[config.mk]
export PLATFORM = sky130hd
export DESIGN_NAME = fifo_ctrl
export DESIGN_NICKNAME = d
export VERILOG_FILES = /design/src/rtl/fifo_ctrl_pkg.sv /design/src/rtl/fifo_ptr_cnt.sv /design/src/rtl/fifo_ctrl.sv
export SDC_FILE = /design/constraint.sdc
export NUM_CORES = 1
export LEC_CHECK = 0
export BUFFER_PORTS_ARGS = -buffer_cell sky130_fd_sc_hd__buf_2
export CORE_AREA = 2 2 39 41
export CTS_BUF_LIST = sky130_fd_sc_hd__clkbuf_4 sky130_fd_sc_hd__clkbuf_8
export DETAILED_ROUTE_END_ITERATION = 6
export DIE_AREA = 0 0 41 43
export PLACE_DENSITY_LB_ADDON = 0.3
export SLEW_MARGIN = 20
export SYNTH_ARGS = -nofsm -noshare
export SYNTH_HDL_FRONTEND = slang
export SYNTH_HIERARCHICAL = 1
export SYNTH_SLANG_ARGS = --single-unit
[constraint.sdc]
create_clock -name clk -period 3.3 [get_ports clk]
set_input_delay 0.165 -clock clk [delete_from_list [all_inputs] [get_ports clk]]
set_output_delay 0.165 -clock clk [all_outputs]
set_load 0.05 [all_outputs]
[src/rtl/fifo_ctrl_pkg.sv]
`default_nettype none
// ============================================================================
// Module  : fifo_ctrl_pkg
// Brief   : Shared state encoding for the FIFO occupancy controller.
// Revision: 1.0
// ============================================================================
package fifo_ctrl_pkg;

  localparam int c_state_w = 2;

  typedef logic [c_state_w-1:0] fifo_state_enc_t;

  typedef enum fifo_state_enc_t {
    EMPTY   = 2'd0,
    PARTIAL = 2'd1,
    FULL    = 2'd2
  } fifo_state_e;

endpackage
`default_nettype wire

[src/rtl/fifo_ptr_cnt.sv]
`default_nettype none
// ============================================================================
// Module  : fifo_ptr_cnt
// Brief   : Wrapping address pointer; wraps after DEPTH-1 so non-power-of-2
//           depths are supported.
// Revision: 1.0
// ============================================================================
module fifo_ptr_cnt #(
  parameter int DEPTH = 4,
  parameter int WIDTH = 2
) (
  input  logic             clk,
  input  logic             rst,
  input  logic             enable,
  output logic [WIDTH-1:0] pointer
);

  localparam logic [WIDTH-1:0] c_ptr_last = WIDTH'(DEPTH - 1);

  logic [WIDTH-1:0] ptr_q;
  logic [WIDTH-1:0] ptr_d;

  always_comb begin
    ptr_d = ptr_q;
    if (enable) begin
      ptr_d = (ptr_q == c_ptr_last) ? '0 : ptr_q + WIDTH'(1);
    end
  end

  always_ff @(posedge clk) begin
    if (rst) begin
      ptr_q <= '0;
    end else begin
      ptr_q <= ptr_d;
    end
  end

  assign pointer = ptr_q;

endmodule
`default_nettype wire

[src/rtl/fifo_ctrl.sv]
`default_nettype none
// ============================================================================
// Module  : fifo_ctrl
// Brief   : FIFO occupancy controller: pointers, count, flags, error pulses.
//           Optional almost_full/almost_empty outputs when FIFO_CTRL_ALMOST_EN
//           is defined.
// Revision: 1.0
// ============================================================================
module fifo_ctrl
  import fifo_ctrl_pkg::*;
#(
  parameter int MEMORY_DEPTH      = 4,
  parameter int FIFO_ADDRESS_SIZE = 2
`ifdef FIFO_CTRL_ALMOST_EN
  ,
  parameter int ALMOST_LEVEL      = 1
`endif
) (
  input  logic                         clk,
  input  logic                         rst,
  input  logic                         wr_req,
  input  logic                         rd_req,
  output logic                         wr_en,
  output logic                         rd_en,
  output logic [FIFO_ADDRESS_SIZE-1:0] w_ptr,
  output logic [FIFO_ADDRESS_SIZE-1:0] r_ptr,
  output logic [FIFO_ADDRESS_SIZE:0]   count,
  output logic                         full,
  output logic                         empty,
  output logic                         overflow,
  output logic                         underflow
`ifdef FIFO_CTRL_ALMOST_EN
  ,
  output logic                         almost_full,
  output logic                         almost_empty
`endif
);

  localparam int c_cnt_w = FIFO_ADDRESS_SIZE + 1;
  localparam logic [c_cnt_w-1:0] c_cnt_last = c_cnt_w'(MEMORY_DEPTH - 1);
  localparam logic [c_cnt_w-1:0] c_cnt_one  = c_cnt_w'(1);

  fifo_state_e        state_q;
  logic [c_cnt_w-1:0] count_q;
  logic [c_cnt_w-1:0] count_d;
  logic               full_q;
  logic               empty_q;
  logic               overflow_q;
  logic               underflow_q;
  logic               w_wr_en;
  logic               w_rd_en;

  // Strobes are masked by reset so no pointer moves while rst is high.
  assign w_wr_en = wr_req & ~full_q  & ~rst;
  assign w_rd_en = rd_req & ~empty_q & ~rst;

  always_comb begin
    count_d = count_q;
    case ({w_wr_en, w_rd_en})
      2'b10:   count_d = count_q + c_cnt_one;
      2'b01:   count_d = count_q - c_cnt_one;
      default: count_d = count_q;
    endcase
  end

  always_ff @(posedge clk) begin
    if (rst) begin
      state_q     <= EMPTY;
      count_q     <= '0;
      full_q      <= 1'b0;
      empty_q     <= 1'b1;
      overflow_q  <= 1'b0;
      underflow_q <= 1'b0;
    end else begin
      count_q     <= count_d;
      overflow_q  <= wr_req & full_q;
      underflow_q <= rd_req & empty_q;
      case (state_q)
        EMPTY: begin
          if (w_wr_en) begin
            state_q <= PARTIAL;
            empty_q <= 1'b0;
          end
        end
        PARTIAL: begin
          if (w_wr_en && !w_rd_en && (count_q == c_cnt_last)) begin
            state_q <= FULL;
            full_q  <= 1'b1;
          end else if (w_rd_en && !w_wr_en && (count_q == c_cnt_one)) begin
            state_q <= EMPTY;
            empty_q <= 1'b1;
          end
        end
        FULL: begin
          if (w_rd_en) begin
            state_q <= PARTIAL;
            full_q  <= 1'b0;
          end
        end
        default: begin
          state_q <= EMPTY;
          full_q  <= 1'b0;
          empty_q <= 1'b1;
        end
      endcase
    end
  end

  fifo_ptr_cnt #(
    .DEPTH (MEMORY_DEPTH),
    .WIDTH (FIFO_ADDRESS_SIZE)
  ) u_wr_ptr (
    .clk     (clk),
    .rst     (rst),
    .enable  (w_wr_en),
    .pointer (w_ptr)
  );

  fifo_ptr_cnt #(
    .DEPTH (MEMORY_DEPTH),
    .WIDTH (FIFO_ADDRESS_SIZE)
  ) u_rd_ptr (
    .clk     (clk),
    .rst     (rst),
    .enable  (w_rd_en),
    .pointer (r_ptr)
  );

`ifdef FIFO_CTRL_ALMOST_EN
  logic almost_full_q;
  logic almost_empty_q;

  // Thresholds use next-state count so the flags line up with count.
  always_ff @(posedge clk) begin
    if (rst) begin
      almost_full_q  <= 1'b0;
      almost_empty_q <= 1'b1;
    end else begin
      almost_full_q  <= (int'(count_d) >= (MEMORY_DEPTH - ALMOST_LEVEL));
      almost_empty_q <= (int'(count_d) <= ALMOST_LEVEL);
    end
  end

  assign almost_full  = almost_full_q;
  assign almost_empty = almost_empty_q;
`endif

  assign wr_en     = w_wr_en;
  assign rd_en     = w_rd_en;
  assign count     = count_q;
  assign full      = full_q;
  assign empty     = empty_q;
  assign overflow  = overflow_q;
  assign underflow = underflow_q;

endmodule
`default_nettype wire

==> flow_summary.json, run 1 <==
{
  "first_iter_violations": 14,
  "fin_crit_sh_pct": 56.11,
  "grt_pass1_wl_um": 2097,
  "syn_nets": 87,
  "hold-worst-slack_ns": 0.1471,
  "antenna_found_initial": 0,
  "antennaDiodeCount": 0,
  "clockPowerShare_pct": 28.0,
  "power.switching_uw": 127.2,
  "cts_max_level": 1,
  "boundaryPins": 17,
  "worstPathRequired_ns": 3.48,
  "final_area_um2": 804.5,
  "gp_congestion": 0.8338,
  "dp_cells": 105,
  "timing.fmax_mhz": 540.1,
  "numCtsBuffers": 3,
  "clk_pin_slew_worst_paths_ns": 0.08,
  "cts_buffer_depth": 2,
  "core.rowCount": 14,
  "instances_no_fill": 109,
  "ant_nets": 0,
  "grt_pass1_vias": 513,
  "crit_path_end_kind": "flop",
  "ys_seq_area_share_pct": 37.34,
  "start_util_pct": 50.36,
  "r2r_start": "empty$_SDFFE_PP1P_",
  "drt_wl_total_um": 1260,
  "hpwl_um": 957.1,
  "yosys.area.top_type": "dfxtp_1",
  "synthCells": 75,
  "die_area_mm2": 0.001763,
  "ys_seq_elements": 13,
  "synth_cell_types": 25,
  "power_frac_seq_pct": 46.8,
  "synth_top_area_share_pct": 37.34,
  "die_h_um": 43,
  "synthTopCellsByCount": "13 x dfxtp_1, 8 x ha_1, 8 x inv_1, 6 x nor2_1, 5 x a21oi_1",
  "max_stage_delay_ns": 0.47,
  "synth_edf_count": 0,
  "cp-startpoint": "empty$_SDFFE_PP1P_",
  "portBuffers": 16,
  "worstPathArrival_ns": 2.03,
  "synth_area_leaders": "dfxtp_1 37%, ha_1 14%, inv_1 4.3%, or3b_1 3.8%, a21oi_1 3.6%",
  "worstHoldStart": "rd_req",
  "critical_path_class": "flop to flop",
  "drv_cap": 0,
  "num_vias": 568,
  "layout_min_cycle_time_ns": 1.852,
  "cts_tree": "yes",
  "clock-sinks": 13,
  "r2r.worst_path.cells": 6,
  "timing.setup.tns_ns": 0,
  "first_pass_iters": 4,
  "path_cells": "or3b_1 -> inv_1 -> ha_1 -> nand3b_1 -> and3b_1 -> o21a_1",
  "synth.avg_cell_area_um2": 9.292,
  "rsz0062_at_grt": "no",
  "post_drt_wl_per_cell_um": 11.56,
  "post-cts-setup-buffer-count": 0,
  "hold-path-cell-count": 2,
  "swShare_pct": 33.54,
  "cp_max_fo": 5,
  "syn_to_final_growth_pct": 15.44,
  "synthArstFlopShare_pct": 0,
  "hold_buffers": 0,
  "setup_ws_ns": 1.448,
  "peakVddDrop_uv": 278.2,
  "detailedPlace.worstSlack_ns": 1.471,
  "ys.flop_type": "dfxtp_1",
  "setup_viol": 0,
  "intPower_uw": 252.0,
  "clock_skew_ns": 0.008070,
  "core-area_mm2": 0.001384,
  "syn_area_um2": 696.9,
  "nets": 106,
  "start_kind": "flop",
  "p_per_area_mw_per_mm2": 471.3,
  "grt_max_degree": 13,
  "viasPerCell": 5.211,
  "die_x_um": 41,
  "dpl_cell_area_um2": 774.5,
  "p_leak_uw": 0.0004036,
  "combPwrFrac_pct": 25.2,
  "outcome": "complete, no violations",
  "yosys_warnings": 6,
  "tightest_slew_ns": 0.2505,
  "slew_headroom_pct": 83.42,
  "min_path_type": "input pin to flop",
  "grt_usage_pct": 17.39,
  "drc_errors": 0,
  "synth_most_common_cell": "dfxtp_1",
  "drive_above_1_share_pct": 22.58,
  "cts_resized": 0,
  "slew_violations": 0,
  "grt.overflow.total": 0,
  "crit_path_top_delay_cell": "or3b_1",
  "clock-root-buffer": "clkbuf_4",
  "clk_latency_ns": 0.28,
  "final-hold-violation-count": 0
}
[state kept, by name, summed over array words and instances, names as in the netlist]
signal and flops:
count 3, empty 1, full 1, overflow 1
state_q 2, u_rd_ptr/pointer 2, u_wr_ptr/pointer 2, underflow 1
[power groups by stage]
stage | sequential, uW | combinational (uW) | clock [uW]
after floorplan | 210 | 47.1 | 0
after CTS | 178 | 95.9 | 109
final | 178 | 95.5 | 106
after detailed placement | 181 | 95.4 | 0
after global placement | 180 | 94.6 | 0
after global routing | 179 | 104 | 114
[final cells by class]
type	count	area, um2
tap	16	20.02
timing repair buffer	16	80.08
multi-input combinational	52	384.1
clock buffer	4	30.03
sequential	13	260.3
fill	136	579.3
inverter	8	30.03
[final timing paths]
kind,to,slack [ns]
worst max register to register,state_q[0]$_SDFFE_PP0P_,1.45
worst min register to register,u_wr_ptr/pointer[0]$_SDFFE_PP0P_,0.50
worst max-delay path,state_q[0]$_SDFFE_PP0P_,1.45
worst min-delay path,underflow$_SDFF_PP0_,0.15
[worst max-delay path: cells and delay by family (launching register included)]
kind	cells	cell delay, ns
flip-flops	1	0.35
AO/OA/AOI/OAI	1	0.17
buffers and inverters	1	0.17
adder cells (fa/ha/maj)	1	0.26
AND/OR/NAND/NOR	3	0.80
[cell families (layout without fill, tap and decap cells)]
family / count (synthesis) / in the layout / synth area share (%)
AND/OR/NAND/NOR: 25 / 25 / 21.37
AO/OA/AOI/OAI: 15 / 15 / 14.00
flip-flops: 13 / 13 / 37.34
buffers and inverters: 10 / 28 / 7.540
adder cells (fa/ha/maj): 8 / 8 / 14.36
XOR/XNOR: 2 / 2 / 2.514
multiplexers: 2 / 2 / 2.873
[stage by stage]
step / util, % / total power [uW]
2_1_floorplan: - / 257.1
3_3_place_gp: 55.97 / 274.9
3_5_place_dp: 55.97 / 276.7
4_1_cts: 58.14 / 382.7
5_1_grt: 58.14 / 397.9
6_report: 58.14 / 379.2
[routing by layer]
layer | global-route usage, % | wire, um | part of all wire, %
met5 | 0 | 0 | 0
met2 | 27.81 | 611 | 48
met4 | 6.000 | 8 | 0.63
met3 | 4.712 | 69 | 5.5
met1 | 21.38 | 571 | 45
[layout by cell type (no fill, tap or decap)]
cell type,n
buf_2,16
dfxtp_1,13
inv_1,8
ha_1,8
nor2_1,6
a21oi_1,5
clkbuf_4,4
or3b_1,3
nand2b_1,3
nand3b_1,2
nor2b_1,2
nand2_1,2
nand3_1,2
and3b_1,2
a31oi_1,2
o211ai_1,2
and3_1,2
xor2_1,2
mux2i_1,2
and2_0,1
o21bai_1,1
o21ai_0,1
o31a_1,1
a21oi_2,1
o21a_1,1
a211oi_1,1
(Power assumes the default switching activity.)
==> run 2: changes to the inputs <==
Settings changed: ABC_AREA from default to 1, CORE_AREA 2 2 39 41 to default, CORE_UTILIZATION from default to 54, DIE_AREA 0 0 41 43 to default.
Clock period 3.3 ns to 1.91 ns, I/O delays scaled along.
==> flow_summary.json, run 2 <==
{
  "swShare_pct": 33.45,
  "drt_wl_total_um": 1283,
  "drv_cap": 0,
  "synthArstFlopShare_pct": 0,
  "clk_latency_ns": 0.27,
  "critical_path_class": "flop to flop",
  "synthTopCellsByCount": "19 x inv_1, 17 x nand2_1, 13 x dfxtp_1, 9 x nor2_1, 8 x ha_1",
  "synth.avg_cell_area_um2": 7.573,
  "drc_errors": 0,
  "peakVddDrop_uv": 551.2,
  "synth_cell_types": 17,
  "timing.fmax_mhz": 685.7,
  "syn_to_final_growth_pct": 18.43,
  "rsz0062_at_grt": "no",
  "syn_nets": 107,
  "post_drt_wl_per_cell_um": 9.946,
  "numCtsBuffers": 3,
  "layout_common_cells": "18 x inv_1, 17 x nand2_1, 16 x buf_2",
  "nets": 128,
  "synthCells": 95,
  "cts_max_level": 1,
  "clock_skew_ns": 0.004910,
  "p_per_area_mw_per_mm2": 756.8,
  "final_common_cell": "inv_1",
  "power.switching_uw": 215.7,
  "setup_viol": 0,
  "clk_pin_slew_worst_paths_ns": 0.07,
  "cts_resized": 0,
  "viasPerCell": 4.977,
  "slew_violations": 0,
  "combPwrFrac_pct": 25.0,
  "yosys.area.top_type": "dfxtp_1",
  "first_iter_violations": 8,
  "die_x_um": 38.50,
  "fin_crit_sh_pct": 76.36,
  "ys_seq_elements": 13,
  "cts_buffer_depth": 2,
  "hold_buffers": 0,
  "core-area_mm2": 0.001171,
  "r2r.worst_path.cells": 9,
  "die_area_mm2": 0.001482,
  "clockPowerShare_pct": 27.8,
  "ys_seq_area_share_pct": 36.17,
  "grt_max_degree": 10,
  "n_fill_cell": 100,
  "outcome": "complete, no violations",
  "cp_max_fo": 6,
  "die_h_um": 38.50,
  "clock-root-buffer": "clkbuf_4",
  "core.rowCount": 12,
  "slew_headroom_pct": 83.40,
  "tightest_slew_ns": 0.2507,
  "grt_pass1_vias": 526,
  "antenna_found_initial": 0,
  "synth_edf_count": 0,
  "synth_top_area_share_pct": 36.17,
  "layout_min_cycle_time_ns": 1.458,
  "syn_area_um2": 719.4,
  "start_kind": "flop",
  "ys.flop_type": "dfxtp_1",
  "start_util_pct": 61.43,
  "power_frac_seq_pct": 47.1,
  "hold-path-cell-count": 3,
  "yosys_warnings": 6,
  "timing.setup.tns_ns": 0,
  "worstPathArrival_ns": 1.62,
  "first_pass_iters": 4,
  "antennaDiodeCount": 0,
  "boundaryPins": 17,
  "synth_area_leaders": "dfxtp_1 36%, ha_1 14%, inv_1 9.9%, nand2_1 8.9%, o21ai_0 4.9%",
  "hpwl_um": 1052,
  "crit_path_end_kind": "flop",
  "final-hold-violation-count": 0,
  "dp_cells": 125,
  "clock-sinks": 13,
  "use_met1_pct": 19.65,
  "min_path_type": "input pin to flop",
  "p_leak_uw": 0.0004423,
  "grt_use_met2_pct": 37.08,
  "intPower_uw": 429.2,
  "worstPathRequired_ns": 2.08,
  "cts_tree": "yes",
  "largest_register_ff_count": 3,
  "grt.overflow.total": 0,
  "grt-busiest-layer": "met2",
  "drive_above_1_share_pct": 26.96,
  "grt_pass1_wl_um": 2028,
  "portBuffers": 16,
  "post-cts-setup-buffer-count": 0,
  "instances_no_fill": 129,
  "synth_most_common_cell": "inv_1",
  "grt_usage_pct": 20.41,
  "num_vias": 642,
  "use_met3_pct": 7.558,
  "ant_nets": 0,
  "gp_congestion": 0.8732
}
[run 2: changes by cell type in the layout (fill, tap and decap cells not counted), moves of 3 or more]
| cell | change |
|---|---|
| or3b_1 | -3 |
| nor2_1 | +3 |
| o21ai_0 | +6 |
| nand2_1 | +15 |
| nand2b_1 | -3 |
| inv_1 | +10 |
[run 2: worst max-delay path, cell delays in order, from the launching register on]
cell        delay (ns)
dfxtp_2           0.34
inv_1             0.09
nand3_4           0.10
clkinvlp_4        0.11
ha_1              0.24
nand3_1           0.14
nand2_1           0.10
o21ai_0           0.08
o21ai_1           0.12
nand2_1           0.05
[run 2: area by class of cell]
cell class / count / area [um2] / area share (%)
Timing Repair Buffer: 16 / 80.08 / 9.398
Sequential cell: 13 / 261.5 / 30.69
Inverter: 21 / 82.58 / 9.692
Tap cell: 14 / 17.52 / 2.056
Clock buffer: 4 / 30.03 / 3.524
Multi-Input combinational cell: 61 / 380.4 / 44.64
[run 2: metal layers]
| metal | up-vias | wire length (um) |
|---|---|---|
| met5 | - | 0 |
| met3 | 4 | 78 |
| met2 | 22 | 639 |
| li1 | 339 | - |
| met1 | 277 | 547 |
| met4 | 0 | 18 |
[run 2: cells by family (layout without fill, tap and decap cells)]
kind of cell,count (synthesis),after routing,synth area share [%]
buffers and inverters,21,41,10.96
XOR/XNOR,2,2,2.435
flip-flops,13,13,36.17
adder cells (fa/ha/maj),8,8,13.91
AO/OA/AOI/OAI,17,17,13.22
AND/OR/NAND/NOR,34,34,23.30
[run 2: power groups by stage]
stage,Clock (uW),Sequential [uW],Combinational (uW)
4_1_cts,186,304,163
3_5_place_dp,0,310,162
3_3_place_gp,0,309,160
2_1_floorplan,0,360,75.1
6_report,180,304,161
5_1_grt,200,307,178
[run 2: worst paths after layout]
kind / from / endpoint / slack, ns
hold reg to reg: empty$_SDFFE_PP1P_ / underflow$_SDFF_PP0_ / 0.47
setup / recovery: empty$_SDFFE_PP1P_ / empty$_SDFFE_PP1P_ / 0.45
setup reg to reg: empty$_SDFFE_PP1P_ / empty$_SDFFE_PP1P_ / 0.45
hold / removal: wr_req / overflow$_SDFF_PP0_ / 0.07
[run 2: stage by stage]
stage,worst slack [ns],total power [uW],hold slack [ns],instance area (um2),utilization [%]
after floorplan,0.09159,434.8,0.1646,724.4,-
after global placement,0.4688,469.2,0.3618,822.0,70.19
after detailed placement,0.4459,472.5,0.3572,822.0,70.19
after CTS,0.4362,652.8,0.06430,852.1,72.76
after global routing,0.2706,684.1,0.05604,852.1,72.76
final,0.4516,644.9,0.06885,852.1,72.76
==> run 3: changes to the inputs <==
Settings changed: ABC_AREA 1 to 0, CORE_UTILIZATION 54 to 48.
Clock period 1.91 ns to 1.19 ns, I/O delays scaled along.
==> flow_summary.json, run 3 (synthesized netlist as in run 1, its figures left out) <==
{
  "outcome": "finished with violations",
  "failed_checks": "setup timing",
  "cts_buffer_depth": 2,
  "rsz0062_at_grt": "yes",
  "p_per_area_mw_per_mm2": 1150,
  "die_x_um": 40.11,
  "critical_path_class": "flop to flop",
  "r2r.worst_path.cells": 5,
  "grt_pass1_vias": 555,
  "setup_ws_ns": -0.3729,
  "boundaryPins": 17,
  "num_vias": 612,
  "crit_path_end_kind": "flop",
  "fin_crit_sh_pct": 131.3,
  "top_layer": "met4",
  "cts_tree": "yes",
  "post_drt_wl_per_cell_um": 11.60,
  "numCtsBuffers": 3,
  "clock-sinks": 13,
  "grt.overflow.total": 0,
  "hpwl_um": 1141,
  "clock-root-buffer": "clkbuf_4",
  "final-hold-violation-count": 0,
  "route.met3.wl_um": 39,
  "wl_met2_um": 682,
  "clk_pin_slew_worst_paths_ns": 0.08,
  "viasPerCell": 5.058,
  "drt-met1-wl_um": 642,
  "first_iter_violations": 16,
  "gp_congestion": 0.7647,
  "critical-path-top-delay-family": "simple AND/OR/NAND/NOR gates",
  "path_cells": "or3b_4 -> ha_2 -> and2_4 -> o31a_1 -> o211ai_1",
  "syn_to_final_growth_pct": 42.37,
  "detailedPlace.worstSlack_ns": -0.4262,
  "crit_path_top_delay_cell": "or3b_4",
  "first_pass_iters": 4,
  "start_util_pct": 52.25,
  "grt_pass1_wl_um": 2228,
  "drive_above_1_share_pct": 42.45,
  "tightest_slew_ns": 0.2530,
  "antenna_found_initial": 0,
  "grt_max_degree": 8,
  "layout_min_cycle_time_ns": 1.563,
  "die_h_um": 40.11,
  "core.rowCount": 13,
  "ant_nets": 0,
  "cp_max_fo": 4,
  "final_common_cell": "buf_2",
  "final_util_pct": 74.39,
  "largest_register_ff_count": 3,
  "grt_usage_pct": 21.59,
  "cts_max_level": 1,
  "drt_wl_total_um": 1403,
  "drv_cap": 0,
  "drc_errors": 0,
  "clock_skew_ns": 0.007874,
  "setup_viol": 12,
  "antennaDiodeCount": 0,
  "clk_latency_ns": 0.28,
  "portBuffers": 16,
  "worstPathArrival_ns": 1.76,
  "reg2reg_slack_ns": -0.37,
  "max_stage_delay_ns": 0.40,
  "hold-path-cell-count": 2,
  "timing.fmax_mhz": 639.8,
  "nets": 119,
  "die_area_mm2": 0.001608,
  "min_path_type": "input pin to flop",
  "slew_headroom_pct": 83.25,
  "p_leak_uw": 0.0004638,
  "path_buf_inv": 0,
  "slew_violations": 0,
  "peakVddDrop_uv": 801.6,
  "start_kind": "flop",
  "worstPathRequired_ns": 1.39,
  "core-area_mm2": 0.001334,
  "layout_common_cells": "14 x buf_2, 11 x dfxtp_1, 11 x buf_4",
  "critical_path_depth": 5
}
==> run 3: routing by layer <==
metal | vias up | global-route usage, %
li1 | 317 | -
met1 | 277 | 24.83
met2 | 13 | 35.89
met3 | 5 | 3.333
met4 | 0 | 15.52
met5 | - | 0
==> run 3: area by class of cell <==
cell class,count,area (um2)
Clock buffer,4,30.03
Fill cell,101,341.6
Inverter,8,37.54
Multi-Input combinational cell,52,424.2
Sequential cell,13,267.8
Tap cell,15,18.77
Timing Repair Buffer,29,214.0
==> run 3: report_power, final <==
part           switching [uW]  internal [uW]
registers                20.7            462
logic                     218            146
clock network             142            153
total                     380            761
==> run 3: final timing paths <==
kind                                           end                        startpoint
hold / removal                underflow$_SDFF_PP0_                            rd_req
setup / recovery                empty$_SDFFE_PP1P_                empty$_SDFFE_PP1P_
setup reg to reg                empty$_SDFFE_PP1P_                empty$_SDFFE_PP1P_
hold reg to reg   u_rd_ptr/pointer[0]$_SDFFE_PP0P_  u_rd_ptr/pointer[0]$_SDFFE_PP0P_
==> run 3: per-stage QoR <==
| step | hold slack (ns) | instances | power [uW] | cell area (um2) | TNS, ns |
|---|---|---|---|---|---|
| 2_1_floorplan | 0.1286 | 75 | 722.5 | 729.5 | -5.031 |
| 3_3_place_gp | 0.3314 | 116 | 809.2 | 908.4 | -2.553 |
| 3_5_place_dp | 0.3416 | 116 | 821.3 | 908.4 | -3.089 |
| 4_1_cts | 0.05641 | 121 | 1130 | 972.2 | -2.921 |
| 5_1_grt | 0.05855 | 121 | 1207 | 992.2 | -3.433 |
| 6_report | 0.05969 | 121 | 1141 | 992.2 | -2.800 |
==> run 3: what timing repair did <==
item / CTS / global route
setup buffers: 1 / 0
hold buffers: 0 / 0
pin swaps: 2 / 5
endpoints found under the setup margin: 13 / 12
resized for setup: 8 / 4
